## src/rtl/hanoi_move_gen.sv

```systemverilog
`default_nettype none
// ============================================================================
// Module   : hanoi_move_gen
// Purpose  : Towers of Hanoi move generator, one optimal move per handshake.
//            Define HANOI_CHECK_EN to add the peg-occupancy rule checker.
// Revision : 1.0 - initial release
// ============================================================================
module hanoi_move_gen #(
    parameter int NUM_DISKS = 5,
    parameter int SRC_PEG   = 1,
    parameter int DST_PEG   = 3
) (
    input  logic                 clk,
    input  logic                 reset,
    input  logic                 start,
    output logic                 mv_valid,
    input  logic                 mv_ready,
    output logic [1:0]           mv_from,
    output logic [1:0]           mv_to,
    output logic [3:0]           mv_disk,
    output logic [NUM_DISKS-1:0] mv_index,
    output logic                 busy,
    output logic                 done,
    output logic                 illegal
);

    localparam logic [1:0]           SRC     = 2'(SRC_PEG);
    localparam logic [1:0]           DST     = 2'(DST_PEG);
    localparam logic [1:0]           AUX     = 2'(6 - SRC_PEG - DST_PEG);
    localparam logic                 N_ODD   = 1'(NUM_DISKS % 2);
    localparam logic [NUM_DISKS-1:0] K_FIRST = NUM_DISKS'(1);
    localparam logic [NUM_DISKS-1:0] K_LAST  = '1;

    typedef enum logic [1:0] {
        S_IDLE = 2'd0,
        S_RUN  = 2'd1,
        S_FIN  = 2'd2
    } state_t;

    state_t               state_q;
    logic [NUM_DISKS-1:0] k_q;
    logic [1:0]           peg_q [NUM_DISKS];
    logic                 valid_q;
    logic [1:0]           from_q;
    logic [1:0]           to_q;
    logic [3:0]           disk_q;
    logic                 busy_q;
    logic                 done_q;

    logic [NUM_DISKS-1:0] k_d;
    logic [1:0]           peg_d [NUM_DISKS];
    logic [3:0]           nxt_disk;
    logic [1:0]           nxt_from;
    logic [1:0]           nxt_to;
    logic                 xfer;
    logic                 launch;

    // Lowest set bit wins: the loop overwrites from the top down.
    function automatic logic [3:0] trailing_zeros(input logic [NUM_DISKS-1:0] k);
        logic [3:0] tz;
        tz = 4'd0;
        for (int i = NUM_DISKS - 1; i >= 0; i--) begin
            if (k[i]) tz = 4'(i);
        end
        return tz;
    endfunction

    function automatic logic [1:0] next_peg(input logic odd_dist, input logic [1:0] p);
        if (p == SRC) return odd_dist ? DST : AUX;
        if (p == DST) return odd_dist ? AUX : SRC;
        return odd_dist ? SRC : DST;
    endfunction

    // Pre-compute the move that follows this edge so all payload outputs are registered.
    always_comb begin
        xfer   = valid_q & mv_ready;
        launch = (state_q == S_IDLE) & start;
        k_d    = k_q;
        peg_d  = peg_q;
        if (launch) begin
            k_d = K_FIRST;
            for (int i = 0; i < NUM_DISKS; i++) peg_d[i] = SRC;
        end else if (xfer) begin
            k_d = k_q + K_FIRST;
            for (int i = 0; i < NUM_DISKS; i++) begin
                if (4'(i) == disk_q) peg_d[i] = to_q;
            end
        end
        nxt_disk = trailing_zeros(k_d);
        nxt_from = SRC;
        for (int i = 0; i < NUM_DISKS; i++) begin
            if (4'(i) == nxt_disk) nxt_from = peg_d[i];
        end
        nxt_to = next_peg(N_ODD ^ nxt_disk[0], nxt_from);
    end

    always_ff @(posedge clk) begin
        if (reset) begin
            state_q <= S_IDLE;
            k_q     <= '0;
            valid_q <= 1'b0;
            from_q  <= 2'd0;
            to_q    <= 2'd0;
            disk_q  <= 4'd0;
            busy_q  <= 1'b0;
            done_q  <= 1'b0;
            for (int i = 0; i < NUM_DISKS; i++) peg_q[i] <= SRC;
        end else begin
            case (state_q)
                S_IDLE: begin
                    done_q <= 1'b0;
                    if (start) begin
                        state_q <= S_RUN;
                        k_q     <= k_d;
                        peg_q   <= peg_d;
                        valid_q <= 1'b1;
                        busy_q  <= 1'b1;
                        from_q  <= nxt_from;
                        to_q    <= nxt_to;
                        disk_q  <= nxt_disk;
                    end
                end
                S_RUN: begin
                    if (xfer) begin
                        peg_q <= peg_d;
                        if (k_q == K_LAST) begin
                            state_q <= S_FIN;
                            k_q     <= '0;
                            valid_q <= 1'b0;
                            busy_q  <= 1'b0;
                            done_q  <= 1'b1;
                            from_q  <= 2'd0;
                            to_q    <= 2'd0;
                            disk_q  <= 4'd0;
                        end else begin
                            k_q    <= k_d;
                            from_q <= nxt_from;
                            to_q   <= nxt_to;
                            disk_q <= nxt_disk;
                        end
                    end
                end
                S_FIN: begin
                    done_q  <= 1'b0;
                    state_q <= S_IDLE;
                end
                default: state_q <= S_IDLE;
            endcase
        end
    end

    assign mv_valid = valid_q;
    assign mv_from  = from_q;
    assign mv_to    = to_q;
    assign mv_disk  = disk_q;
    assign mv_index = k_q;
    assign busy     = busy_q;
    assign done     = done_q;

`ifdef HANOI_CHECK_EN
    // Occupancy bitmaps indexed directly by peg number; entry 0 stays empty.
    logic [NUM_DISKS-1:0] occ_q [4];
    logic [NUM_DISKS-1:0] occ_from;
    logic [NUM_DISKS-1:0] occ_to;
    logic [NUM_DISKS-1:0] onehot;
    logic [NUM_DISKS-1:0] lowmask;
    logic                 violation;
    logic                 illegal_q;

    always_comb begin
        occ_from  = occ_q[from_q];
        occ_to    = occ_q[to_q];
        onehot    = K_FIRST << disk_q;
        lowmask   = onehot - K_FIRST;
        violation = ~|(occ_from & onehot) | (|(occ_from & lowmask))
                  | (|(occ_to & lowmask)) | (from_q == to_q);
    end

    always_ff @(posedge clk) begin
        if (reset) begin
            illegal_q <= 1'b0;
            for (int p = 0; p < 4; p++) occ_q[p] <= (2'(p) == SRC) ? K_LAST : '0;
        end else if (launch) begin
            for (int p = 0; p < 4; p++) occ_q[p] <= (2'(p) == SRC) ? K_LAST : '0;
        end else if (xfer) begin
            if (violation) illegal_q <= 1'b1;
            occ_q[from_q] <= occ_from & ~onehot;
            occ_q[to_q]   <= occ_to | onehot;
        end
    end

    assign illegal = illegal_q;
`else
    assign illegal = 1'b0;
`endif

endmodule
`default_nettype wire

```

## config.mk

```make
export PLATFORM = sky130hd
export DESIGN_NAME = hanoi_move_gen
export DESIGN_NICKNAME = d
export VERILOG_FILES = /design/src/rtl/hanoi_move_gen.sv
export SDC_FILE = /design/constraint.sdc
export NUM_CORES = 1
export LEC_CHECK = 0
export CORE_MARGIN = 4
export CORE_UTILIZATION = 49
export DETAILED_ROUTE_END_ITERATION = 7
export PLACE_DENSITY_LB_ADDON = 0.3
export SLEW_MARGIN = 20
export SYNTH_ARGS = -nofsm -noshare
export SYNTH_HDL_FRONTEND = slang
export SYNTH_SLANG_ARGS = --single-unit
```

## constraint.sdc

```tcl
create_clock -name clk -period 3.1 [get_ports clk]
set_clock_uncertainty 0.1 [all_clocks]
set_input_delay 0.93 -clock clk [delete_from_list [all_inputs] [get_ports clk]]
set_output_delay 0.93 -clock clk [all_outputs]
set_load 0.05 [all_outputs]
```

# --- Word level (Yosys, flattened, before mapping) ---
# Cells that the tools add are included.
totals:
  elab_cells: 100
  regBits: 27
  out_inout_bits: 17
  inputBits: 4
classes:
  reduce_logical: 10
  muxes: 59
  n_addsub: 1
  eq_ne: 16
  bitwise: 2
ops:
  columns: ["cell", "count"]
  rows:
  - ["2-to-1 mux 2 bit", 25]
  - ["2-to-1 mux 10 bit", 4]
  - ["2-to-1 mux 4 bit", 7]
  - ["2-to-1 mux 5 bit", 5]
  - ["one-hot mux 10 bit (2 select lines)", 1]
  - ["equality test 2 x 4 -> 1 bit, first input constant", 4]
  - ["one-hot mux 2 bit (2 select lines)", 3]
  - ["one-hot mux 5 bit (2 select lines)", 1]
  - ["2-to-1 mux 1 bit", 9]
  - ["AND reduction 3 bit", 3]
  - ["equality test 1 x 4 -> 1 bit, first input constant", 2]
  - ["equality test 3 x 4 -> 1 bit, first input constant", 2]
  - ["zero test 4 bit", 2]
  - ["one-hot mux 4 bit (2 select lines)", 1]
  - ["!= test 2 bit, second input constant", 3]
  - ["adder 5 x 1 -> 5 bit, second input constant", 1]
  - ["equality test 5 bit, second input constant", 1]
  - ["equality test 2 x 1 -> 1 bit, second input constant", 2]
  - ["equality test 2 bit, second input constant", 2]
  - ["one-hot mux 1 bit (2 select lines)", 2]
  - ["AND reduction 4 bit", 1]
  - ["nonzero test 2 bit", 2]
  - ["2-to-1 mux 3 bit", 1]
  - ["bitwise AND 1 bit", 2]
  - ["2 further kinds", 2]

# --- Logic depth before layout (Yosys ltp) ---
# Gate-level depths: netlist of run 1.
logic_depth:
  ltp_word: 22
  ltp_mapped: 13
  depth_no_buf: 13

# --- Least setup slack after synthesis of run 1 ---
# Ideal clock, no wire load.
synth_timing:
  kind: "input port to flip-flop"
  start: "input port mv_ready"
  end: "register to_q[0], in the netlist mv_to[0]"
  cell_stages: 11
  path_buffers: 1
  slack_ps: -27
  t_required_ps: 2883
  t_arrival_ps: 2910
  setup_time_ps: 117
  path_cell_list: "and2_4 buf_6 mux2_4 o311a_2 a21o_1 a21oi_2 o21ai_0 nor3_1 ha_1 mux2i_1 a32o_1"
synth_between:
  elab_chain_cells: 22
  elab_cells_between_ends: 37
  classes_between: "7 x eq/ne; 27 x mux; 1 x bitwise; 2 x reduce/logical"
synth_lines:
  columns: ["item", "line_no", "rtl"]
  rows:
  - ["start, declared", "17", "input logic mv_ready,"]
  - ["bitwise AND 1 bit (*)", "76", "xfer = valid_q & mv_ready;"]
  - ["2-to-1 mux 5 bit", "83", "end else if (xfer) begin"]
  - ["2-to-1 mux 5 bit", "80", "if (launch) begin"]
  - ["2-to-1 mux 3 bit", "63", "if (k[i]) tz = 4'(i);"]
  - ["2-to-1 mux 4 bit (4 in a row)", "63", null]
  - ["zero test 4 bit", "92", "if (4'(i) == nxt_disk) nxt_from = peg_d[i];"]
  - ["2-to-1 mux 2 bit (5 in a row)", "92", null]
  - ["equality test 2 bit", "70", "if (p == DST) return odd_dist ? AUX : SRC;"]
  - ["2-to-1 mux 1 bit (2 in a row)", "70", null]
  - ["2-to-1 mux 2 bit", "71", "return odd_dist ? SRC : DST;"]
  - ["2-to-1 mux 2 bit", "70", null]
  - ["2-to-1 mux 2 bit", "126", "if (k_q == K_LAST) begin"]
  - ["2-to-1 mux 2 bit", "124", "if (xfer) begin"]
  - ["one-hot mux 2 bit (2 select lines)", "109", "case (state_q)"]
  - ["end signal, assigned", "119", "to_q <= nxt_to;"]
  - ["end signal, assigned", "138", "to_q <= nxt_to;"]
  - ["end, declared", "45", "logic [1:0] to_q;"]
# Mark *: on every way between the ends. The rest lies on a longest branch, timed or not. The select of a mux whose other input is x is not followed.
# A chain may end at the register's enable or synchronous reset.

# --- Final worst setup path of run 1 ---
layout_timing:
  start: "input port start"
  end: "register to_q[0], in the netlist mv_to[0]"
layout_between:
  elab_chain_cells: 21
  elab_cells_between_ends: 35
  classes_between: "7 x eq/ne; 25 x mux; 1 x bitwise; 2 x reduce/logical"
layout_lines:
  columns: ["item", "line_no", "rtl"]
  rows:
  - ["start, declared", "15", "input logic start,"]
  - ["bitwise AND 1 bit", "77", "launch = (state_q == S_IDLE) & start;"]
  - ["2-to-1 mux 5 bit", "80", null]
  - ["2-to-1 mux 3 bit", "63", null]
  - ["2-to-1 mux 4 bit (4 in a row)", "63", null]
  - ["zero test 4 bit", "92", null]
  - ["2-to-1 mux 2 bit (5 in a row)", "92", null]
  - ["equality test 2 bit", "70", null]
  - ["2-to-1 mux 1 bit (2 in a row)", "70", null]
  - ["2-to-1 mux 2 bit", "71", null]
  - ["2-to-1 mux 2 bit", "70", null]
  - ["2-to-1 mux 2 bit", "126", null]
  - ["2-to-1 mux 2 bit", "124", null]
  - ["one-hot mux 2 bit (2 select lines)", "109", null]
# Several ways; a longest one is shown, not always the timed one. The select of a mux whose other input is x is not followed.

==> flow_summary_export.csv, run 1 <==
group,metric,value,unit
outcome,outcome,"completed",
cts,worstSkewPairLatency,0.33,ns
finish,drive_gt1_frac,0.2489,
setup_path,required,3.24,ns
setup_path,critPathLaunchType,"input pin",
global_route,grt_pass1_vias,1613,
yosys,synthesis.area_per_instance,8.271,um^2
yosys,synth.lib_cells_used.distinct,52,
global_route,grt_antenna_before_repair,0,
power,total_leakage_power,0.8757,nW
hold_path,min_from,"peg_q[1]",
placement,numPortBuffers,18,
setup_path,criticalPathCategory,"input pin to flop",
placement,globalplace.congestion,0.8429,
cts,cts_setup_buffers,0,
global_route,gr-total-overflow,0,
cts,clkSinkCount,26,
cts,cts_inserted_buffers,3,
power,fin_total_pwr,0.7378,mW
cts,tritoncts,"built",
route,route.final.wire_length,4400,um
floorplanning,row_count,20,
setup_path,worstSetupEndpoint,"mv_to[0]",
hold_path,min-delay-path-class,"flop to flop",
sta,final_setup_vio_count,0,
yosys,synth_enable_flop_cells,0,
cts,cts_hold_buffers,0,
flow_run,max-cap-violations,0,
sta,timing.final.hold_violations,0,
yosys,yosys.cell_count.top_type,"sky130_fd_sc_hd__nor2_1",
setup_path,critPathArrivalTime,3.16,ns
power,max-vdd-ir-drop,301.7,uV
yosys,synth.top_cells.by_count,"sky130_fd_sc_hd__nor2_1, sky130_fd_sc_hd__dfxtp_1, sky130_fd_sc_hd__nand2_1",
sta,post-route-period-util,0.9769,
floorplanning,die_y,65.37,um
yosys,syn-cell-area,1613,um^2
floorplanning,floorplan.initialDensity,0.5198,
setup_path,worst_r2r_startpoint,"mv_index[0]",
cts,cts_root_buf,"sky130_fd_sc_hd__clkbuf_4",
yosys,synthArstFlopShare,0,
floorplanning,floorplan.die_area,4273,um^2
yosys,synth_top_cells_by_area,"sky130_fd_sc_hd__dfxtp_1, sky130_fd_sc_hd__mux2i_1, sky130_fd_sc_hd__nor2_1",
setup_path,reg2reg_depth,12,
sta,grt_setup_unrepaired,"true",
cts,clock_slew_at_the_register_clock_pins_of_the_worst_setup_and_hold_paths,0.15,ns
hold_path,hold-path-cell-count,2,
yosys,synth.top_cell.area_share,0.3227,
global_route,grt_util_all_layers,0.2256,
yosys,postSynthRegisterBits,26,
floorplanning,i_o_pin_count,21,
floorplanning,core_area,3103,um^2
yosys,synth_top_cell_by_area,"sky130_fd_sc_hd__dfxtp_1",
finish,nNetsFinal,245,
finish,fillerInstances,261,
route,drtIter0Drc,124,
placement,detailed_placer_s_ending_hpwl,3274,um
yosys,ys_warn_count,0,
setup_path,critPathLaunch,"start",
route,drt_first_pass_iters,4,
floorplanning,die_width,65.37,um
sta,whs,0.4065,ns
sta,layout_min_cycle_time,3.028,ns
yosys,ys.flop_type,"sky130_fd_sc_hd__dfxtp_1",
setup_path,crit-reg2reg-capture,"mv_to[0]",
sta,clock.fmax,330.2,MHz
route,route.vias.total,1659,
setup_path,ff2ff_setup_slack,0.13,ns
route,drc,0,
global_route,grt_pass1_wl,7610,um
route,post_drt_via_cell_ratio,5.904,
sta,tightestPinTransition,0.7172,ns
sta,max_transition_viols_final,0,
setup_path,setup.worst_path.end_class,"flop",
finish,syn2layout_area_growth,32.27,%
power,cellPowerDensity,345.9,nW/um^2
cts,cts_htree_levels,1,
setup_path,worst-path-max-fanout,3,
cts,cts_max_path_buffers,2,
route,routed_wire_length_per_instance,15.66,um
sta,max_slew_margin,0.5168,
yosys,netlist_instances,195,
route,ant_nets,0,
global_route,maximum_number_of_pins_on_one_net_before_global_route_repair,16,
finish,num_antenna_cells,0,
yosys,yosysSeqAreaShare,0.3227,
-- placed cells by master (no fill, tap or decap), types with 2 or more instances in the layout --
master	instances
sky130_fd_sc_hd__ha_1	3
sky130_fd_sc_hd__nand4_1	3
sky130_fd_sc_hd__nor2_1	28
sky130_fd_sc_hd__clkdlybuf4s50_1	17
sky130_fd_sc_hd__a22oi_1	7
sky130_fd_sc_hd__a21oi_2	3
sky130_fd_sc_hd__xnor2_1	2
sky130_fd_sc_hd__a21bo_2	2
sky130_fd_sc_hd__o21ai_0	8
sky130_fd_sc_hd__inv_1	2
sky130_fd_sc_hd__mux2i_1	14
sky130_fd_sc_hd__nor3b_2	2
sky130_fd_sc_hd__and4b_1	2
sky130_fd_sc_hd__o22ai_1	2
sky130_fd_sc_hd__and3_1	5
sky130_fd_sc_hd__dfxtp_1	26
sky130_fd_sc_hd__buf_4	33
sky130_fd_sc_hd__conb_1	2
sky130_fd_sc_hd__nand3b_1	2
sky130_fd_sc_hd__nor3_1	2
sky130_fd_sc_hd__o221ai_2	2
sky130_fd_sc_hd__nand3_1	5
sky130_fd_sc_hd__clkbuf_4	3
sky130_fd_sc_hd__nand2_1	17
sky130_fd_sc_hd__a21oi_1	11
sky130_fd_sc_hd__nor3b_1	3
-- how the worst min path moves through the flow --
stage	endpoint	slack, ns
floorplan	peg_q[2]	0.34
global placement	peg_q[6]	0.36
detailed placement	peg_q[6]	0.37
CTS	peg_q[1]	0.41
global route	peg_q[4]	0.43
finish	peg_q[1]	0.41
-- final cells by class --
type	instances	area (um^2)	share of cell area
Multi-Input combinational cell	154	1070	0.5015
Sequential cell	26	520.5	0.2440
Clock inverter	1	30.03	0.01408
Inverter	2	7.507	0.003519
Tap cell	44	55.05	0.02581
Timing Repair Buffer	51	427.9	0.2006
Clock buffer	3	22.52	0.01056
-- state kept, by name (all words and copies together) (netlist names) --
signal,count
mv_disk,3
mv_to,2
mv_index,5
done,1
state_q,2
busy,1
peg_q,10
mv_from,2
-- worst max-delay path, stage by stage --
cell and delay, ns:
sky130_fd_sc_hd__clkdlybuf4s50_1 0.47, sky130_fd_sc_hd__or3b_1 0.41, sky130_fd_sc_hd__o21ai_1 0.19, sky130_fd_sc_hd__nor2_1 0.12, sky130_fd_sc_hd__a21o_1 0.17, sky130_fd_sc_hd__a21oi_2 0.15, sky130_fd_sc_hd__o21ai_2 0.10, sky130_fd_sc_hd__nor3_2 0.13
sky130_fd_sc_hd__ha_1 0.16, sky130_fd_sc_hd__mux2i_1 0.08, sky130_fd_sc_hd__a32o_1 0.24
-- per-stage QoR --
step | setup TNS, ns | utilization | cell area, um^2 | cells | worst slack (ns)
floorplan | 0 | - | 1627 | 196 | 0.01467
global placement | -1.088 | 0.6560 | 2036 | 277 | -0.4282
detailed placement | -1.460 | 0.6560 | 2036 | 277 | -0.5369
CTS | 0 | 0.6758 | 2097 | 281 | 0.1019
global route | -0.04416 | 0.6875 | 2133 | 281 | -0.04416
finish | 0 | 0.6875 | 2133 | 281 | 0.07170
-- layer usage --
metal,share of wire,global-route usage,up-vias
met4,0.013,0.07254,0
met3,0.057,0.03248,7
met2,0.49,0.3717,73
met1,0.44,0.3021,780
li1,-,-,799
met5,0,0,-
-- logic make-up after synthesis --
| logic type | Yosys count | share of synthesized area |
|---|---|---|
| AND/OR/NAND/NOR | 79 | 0.2552 |
| AO/OA/AOI/OAI | 52 | 0.2320 |
| flip-flops | 26 | 0.3227 |
| multiplexers | 16 | 0.1032 |
| buffers and inverters | 16 | 0.05043 |
| adder cells (fa/ha/maj) | 3 | 0.02328 |
| XOR/XNOR | 2 | 0.01086 |
| other | 1 | 0.002325 |
-- power breakdown --
part / switching, mW / total [mW] / internal (mW)
sequential: 0.00716 / 0.348 / 0.341
combinational: 0.0938 / 0.151 / 0.0569
clock: 0.108 / 0.239 / 0.131
-- timing repair --
action | in CTS | in global routing
endpoints found under the setup margin | 2 | 2
pin swaps | 1 | 0
resized for setup | 4 | 8
(Power assumes the default switching activity.)
==> run 2, diff against run 1 <==
--- a/config.mk
+++ b/config.mk
@@ -6,10 +6,10 @@
 export NUM_CORES = 1
 export LEC_CHECK = 0
 export CORE_MARGIN = 4
-export CORE_UTILIZATION = 49
+export CORE_UTILIZATION = 54
 export DETAILED_ROUTE_END_ITERATION = 7
 export PLACE_DENSITY_LB_ADDON = 0.3
-export SLEW_MARGIN = 20
+export SLEW_MARGIN = 30
 export SYNTH_ARGS = -nofsm -noshare
 export SYNTH_HDL_FRONTEND = slang
 export SYNTH_SLANG_ARGS = --single-unit
==> constraint.sdc (replaced) <==
create_clock -name clk -period 3.4 [get_ports clk]
set_clock_uncertainty 0.1 [all_clocks]
set_input_delay 1.02 -clock clk [delete_from_list [all_inputs] [get_ports clk]]
set_output_delay 1.02 -clock clk [all_outputs]
set_load 0.05 [all_outputs]
==> flow_summary_export.csv, run 2 (synthesis gave the netlist of run 1 again) <==
group,metric,value,unit
setup_path,critPathArrivalTime,3.27,ns
global_route,maximum_number_of_pins_on_one_net_before_global_route_repair,16,
setup_path,required,3.54,ns
power,max-vdd-ir-drop,353.7,uV
cts,cts_hold_buffers,0,
cts,tritoncts,"built",
setup_path,worstPathBufferInverterCount,0,
sta,grt_setup_unrepaired,"false",
global_route,grt_antenna_before_repair,0,
global_route,use_met1,0.2931,
route,routed_wire_length_per_instance,16.45,um
sta,tightestPinTransition,0.7976,ns
global_route,grt_busiest_layer,"met2",
setup_path,path_cells,"ha_1 > and3_1 > ha_1 > and3_1 > a22oi_1 > or3_4 > o221ai_4 > o21ba_2 > nor3_1 > ha_1 > mux2i_1 > a32o_1",
floorplanning,core_area,2805,um^2
global_route,grt_pass1_wl,7127,um
route,drt_first_pass_iters,4,
power,cell_internal_pwr,0.4749,mW
finish,nNetsFinal,240,
sta,layout_min_cycle_time,3.128,ns
setup_path,criticalPathCategory,"flop to flop",
setup_path,crit_path_frequent_cell,"sky130_fd_sc_hd__ha_1",
global_route,grtUsageMet3,0.03237,
route,route.vias.total,1607,
cts,clock_slew_at_the_register_clock_pins_of_the_worst_setup_and_hold_paths,0.15,ns
sta,final_setup_vio_count,0,
hold_path,worst_hold_path.endpoint,"peg_q[1]",
power,net-switching-power,0.1881,mW
cts,cts_htree_levels,1,
hold_path,hold-path-cell-count,2,
finish,final_cell_mix,"sky130_fd_sc_hd__nor2_1, sky130_fd_sc_hd__buf_4, sky130_fd_sc_hd__dfxtp_1",
power,fin_total_pwr,0.6630,mW
finish,layout.core_utilization,0.7319,
hold_path,min_from,"peg_q[1]",
cts,cts_setup_buffers,0,
route,drtIter0Drc,116,
power,clkPwrFrac,0.330,
power,share_comb_of_total_power,0.176,
cts,cts_root_buf,"sky130_fd_sc_hd__clkbuf_4",
power,power.share.sequential,0.494,
cts,worstSkewPairLatency,0.33,ns
floorplanning,i_o_pin_count,21,
finish,number_of_flip_flops_under_the_largest_register_name,10,
cts,cts_inserted_buffers,3,
hold_path,min-delay-path-class,"flop to flop",
floorplanning,floorplan.die_area,3925,um^2
setup_path,critPathLaunchType,"flop",
sta,post-route-period-util,0.9201,
global_route,gr-total-overflow,0,
floorplanning,floorplan.initialDensity,0.5749,
placement,globalplace.congestion,0.8409,
power,total_leakage_power,0.8551,nW
setup_path,worst_r2r_startpoint,"mv_index[0]",
route,post_drt_via_cell_ratio,6.110,
floorplanning,die_y,62.65,um
sta,clock.fmax,319.7,MHz
route,route.final.wire_length,4327,um
setup_path,crit-reg2reg-capture,"mv_to[0]",
cts,clkSinkCount,26,
route,ant_nets,0,
sta,finalWorstSetupSlack,0.2717,ns
placement,preCtsSetupSlack,-0.3743,ns
power,swShare,0.2837,
sta,fin_setup_tns,0,ns
finish,drive_gt1_frac,0.2155,
global_route,groute.layer.met2.usage,0.3822,
power,cellPowerDensity,322.9,nW/um^2
floorplanning,row_count,19,
flow_run,max-cap-violations,0,
sta,max_slew_margin,0.4627,
sta,max_transition_viols_final,0,
setup_path,reg2reg_depth,12,
setup_path,setup.worst_path.end_class,"flop",
setup_path,ff2ff_setup_slack,0.27,ns
setup_path,critical_path_cell_count,12,
floorplanning,die_width,62.65,um
finish,largest_register_by_flop_count,"peg_q",
setup_path,crit_path_top_delay_cell,"sky130_fd_sc_hd__dfxtp_1",
placement,detailed_placer_s_ending_hpwl,3213,um
outcome,outcome,"completed",
placement,numPortBuffers,18,
route,drc,0,
setup_path,critPathMaxStageDelay,0.46,ns
cts,cts_max_path_buffers,2,
sta,whs,0.4010,ns
setup_path,critPathTopFamily,"simple AND/OR/NAND/NOR gates",
finish,num_antenna_cells,0,
sta,timing.final.hold_violations,0,
finish,syn2layout_area_growth,27.31,%
global_route,grt_pass1_vias,1517,
global_route,grt_util_all_layers,0.2239,
setup_path,worst-path-max-fanout,12,
==> run 2: worst max-delay path by stage <==
| stage | startpoint | end | slack [ns] |
|---|---|---|---|
| finish | mv_index[0] | mv_to[0] | 0.27 |
| global route | mv_index[0] | mv_to[0] | 0.14 |
| CTS | mv_ready | mv_to[0] | 0.02 |
| detailed placement | mv_ready | mv_to[1] | -0.37 |
| global placement | mv_ready | mv_to[0] | -0.24 |
| floorplan | mv_ready | mv_to[0] | 0.18 |
==> run 2: layout make-up <==
type / instances / area, um^2
tap: 31 / 38.79
inverter: 2 / 7.507
multi-input combinational: 154 / 1041
sequential: 26 / 520.5
fill: 218 / 752.0
clock buffer: 3 / 22.52
clock inverter: 1 / 30.03
timing repair buffer: 46 / 392.9
==> run 2: per-layer routing <==
metal,wire length (um),share of wire,vias up
li1,-,-,787
met1,1974,0.46,761
met2,2012,0.46,48
met3,246,0.057,11
met4,93,0.021,0
met5,0,0,-
==> run 2: worst register-to-register path: cells and delay by family (launching register included) <==
kind | cells | cell delay [ns]
AND/OR/NAND/NOR | 4 | 0.96
flip-flops | 1 | 0.46
AO/OA/AOI/OAI | 4 | 0.73
adder cells (fa/ha/maj) | 3 | 0.71
multiplexers | 1 | 0.07
==> run 2: power groups by stage <==
stage,Clock [mW],Sequential [mW],Combinational (mW)
finish,0.219,0.328,0.117
CTS,0.221,0.327,0.116
global placement,0,0.333,0.112
floorplan,0,0.340,0.0675
detailed placement,0,0.333,0.114
global route,0.238,0.330,0.123
==> run 2: what timing repair did <==
item                                   in CTS  in global routing
endpoints found under the hold margin       0                  0
gates resized for setup                     1                  5
pin swaps                                   0                  3
setup endpoints to repair                   2                  2
==> run 2: stage by stage <==
stage / cell area [um^2] / instances
after global placement: 1972 / 259
after detailed placement: 1972 / 259
after global routing: 2053 / 263
after floorplan: 1617 / 196
final: 2053 / 263
after CTS: 2024 / 263
==> run 3, diff against run 2 <==
--- a/config.mk
+++ b/config.mk
@@ -6,10 +6,10 @@
 export NUM_CORES = 1
 export LEC_CHECK = 0
 export CORE_MARGIN = 4
-export CORE_UTILIZATION = 54
+export CORE_UTILIZATION = 59
 export DETAILED_ROUTE_END_ITERATION = 7
 export PLACE_DENSITY_LB_ADDON = 0.3
-export SLEW_MARGIN = 30
+export SLEW_MARGIN = 20
 export SYNTH_ARGS = -nofsm -noshare
 export SYNTH_HDL_FRONTEND = slang
 export SYNTH_SLANG_ARGS = --single-unit
==> constraint.sdc (replaced) <==
create_clock -name clk -period 3.75 [get_ports clk]
set_clock_uncertainty 0.1 [all_clocks]
set_input_delay 1.125 -clock clk [delete_from_list [all_inputs] [get_ports clk]]
set_output_delay 1.125 -clock clk [all_outputs]
set_load 0.05 [all_outputs]
==> flow_summary_export.csv, run 3 (synthesis gave the netlist of run 1 again) <==
group,metric,value,unit
outcome,outcome,"completed",
finish,final-instance-count-excl-fill,252,
hold_path,min-delay-path-class,"flop to flop",
hold_path,min_from,"peg_q[1]",
cts,clock_slew_at_the_register_clock_pins_of_the_worst_setup_and_hold_paths,0.15,ns
floorplanning,i_o_pin_count,21,
setup_path,crit_path_top_delay_cell,"sky130_fd_sc_hd__clkdlybuf4s50_1",
cts,cts_root_buf,"sky130_fd_sc_hd__clkbuf_4",
setup_path,criticalPathCategory,"input pin to flop",
route,ant_nets,0,
sta,timing.final.hold_violations,0,
route,route.vias.total,1627,
sta,max_slew_margin,0.5626,
placement,placedCellCount,248,
setup_path,crit-reg2reg-capture,"mv_to[1]",
power,cellPowerDensity,307.2,nW/um^2
sta,layout_min_cycle_time,3.579,ns
setup_path,ff2ff_setup_slack,0.59,ns
cts,tritoncts,"built",
sta,clock.fmax,279.4,MHz
global_route,maximum_number_of_pins_on_one_net_before_global_route_repair,16,
cts,cts_max_path_buffers,2,
sta,post-route-period-util,0.9543,
global_route,gr-total-overflow,0,
finish,num_antenna_cells,0,
global_route,grt_pass1_wl,7051,um
floorplanning,row_count,18,
route,route.final.wire_length,4268,um
cts,worstSkewPairLatency,0.35,ns
power,fin_total_pwr,0.6003,mW
flow_run,max-cap-violations,0,
route,post_drt_via_cell_ratio,6.456,
floorplanning,core_area,2545,um^2
route,routed_wire_length_per_instance,16.94,um
cts,cts_inserted_buffers,3,
global_route,grt_pass1_vias,1537,
placement,detailed_placer_s_ending_hpwl,3115,um
floorplanning,die_width,60.29,um
finish,final_common_cell,"sky130_fd_sc_hd__nor2_1",
setup_path,critPathMaxStageDelay,0.49,ns
finish,largest_register_by_flop_count,"peg_q",
floorplanning,die_y,60.29,um
floorplanning,floorplan.initialDensity,0.6337,
finish,final_cell_mix,"sky130_fd_sc_hd__nor2_1, sky130_fd_sc_hd__dfxtp_1, sky130_fd_sc_hd__clkdlybuf4s50_1, sky130_fd_sc_hd__buf_4, sky130_fd_sc_hd__nand2_1",
hold_path,worst_hold_path.endpoint,"peg_q[1]",
setup_path,critPathLaunchType,"input pin",
placement,numPortBuffers,18,
sta,tightestPinTransition,0.6492,ns
floorplanning,floorplan.die_area,3634,um^2
setup_path,required,3.92,ns
power,total_leakage_power,0.7987,nW
hold_path,hold-path-cell-count,2,
cts,clkSinkCount,26,
setup_path,setup.worst_path.end_class,"flop",
power,max-vdd-ir-drop,385.4,uV
placement,globalplace.congestion,0.8955,
setup_path,path_cells,"clkdlybuf4s50_1 > buf_4 > and3_1 > nor3b_1 > o311a_2 > a21o_1 > a21oi_2 > o21ai_0 > nor3_1 > ha_1 > a311oi_1",
finish,syn2layout_area_growth,21.18,%
sta,max_transition_viols_final,0,
sta,final_setup_vio_count,0,
route,drtIter0Drc,90,
setup_path,worst-path-max-fanout,10,
cts,cts_htree_levels,1,
global_route,grt_antenna_before_repair,0,
finish,nNetsFinal,230,
finish,drive_gt1_frac,0.1712,
setup_path,critPathLaunch,"mv_ready",
setup_path,worst_r2r_startpoint,"mv_index[0]",
setup_path,reg2reg_depth,12,
sta,grt_setup_unrepaired,"false",
route,drc,0,
route,drt_first_pass_iters,5,
global_route,grt_util_all_layers,0.2622,
finish,number_of_flip_flops_under_the_largest_register_name,10,
setup_path,critPathArrivalTime,3.75,ns
[run 3: through the flow]
| stage | worst slack [ns] | setup TNS, ns | hold slack (ns) | util | cell area (um^2) |
|---|---|---|---|---|---|
| floorplan | 0.4278 | 0 | 0.3400 | - | 1617 |
| global placement | 0.02205 | 0 | 0.3580 | 0.7448 | 1896 |
| detailed placement | -0.1692 | -0.3006 | 0.3704 | 0.7448 | 1896 |
| CTS | 0.1629 | 0 | 0.3928 | 0.7655 | 1948 |
| global route | 0.06370 | 0 | 0.4348 | 0.7679 | 1954 |
| finish | 0.1713 | 0 | 0.4002 | 0.7679 | 1954 |
[run 3: critical path, delay by kind of cell]
family | cells | cell delay [ns]
fa+ha+maj | 1 | 0.26
compound gates | 5 | 1.12
simple gates | 3 | 0.55
buf+inv | 2 | 0.67
[run 3: worst max-delay path by stage]
stage                     slack (ns)        to
after global routing            0.06  mv_to[1]
after detailed placement       -0.17  mv_to[1]
final                           0.17  mv_to[1]
after global placement          0.02  mv_to[0]
after floorplan                 0.43  mv_to[0]
after CTS                       0.16  mv_to[1]
[run 3: power breakdown]
group	internal, mW	total [mW]	switching (mW)
Clock	0.108	0.202	0.0936
Sequential	0.282	0.297	0.0148
Combinational	0.0376	0.102	0.0640
Total	0.428	0.600	0.172
[run 3: routing by layer]
metal  global-route usage  vias up  wire length (um)
met5                    0        -                 0
met4               0.1487        0               133
met3              0.03456       13               285
met2               0.4028       80              1988
met1               0.3490      771              1860
li1                     -      763                 -
[run 3: area by class of cell]
cell class / instances / area [um^2]
Clock inverter: 1 / 30.03
Timing Repair Buffer: 36 / 315.3
Sequential cell: 26 / 520.5
Clock buffer: 3 / 22.52
Tap cell: 30 / 37.54
Fill cell: 183 / 590.6
Inverter: 2 / 7.507
Multi-Input combinational cell: 154 / 1021
[run 3: what timing repair did]
| action | 4_1_cts | 5_1_grt |
|---|---|---|
| hold buffers | 0 | 0 |
| setup endpoints to repair | 0 | 1 |
| resized for setup | 0 | 1 |
| setup buffers | 0 | 0 |
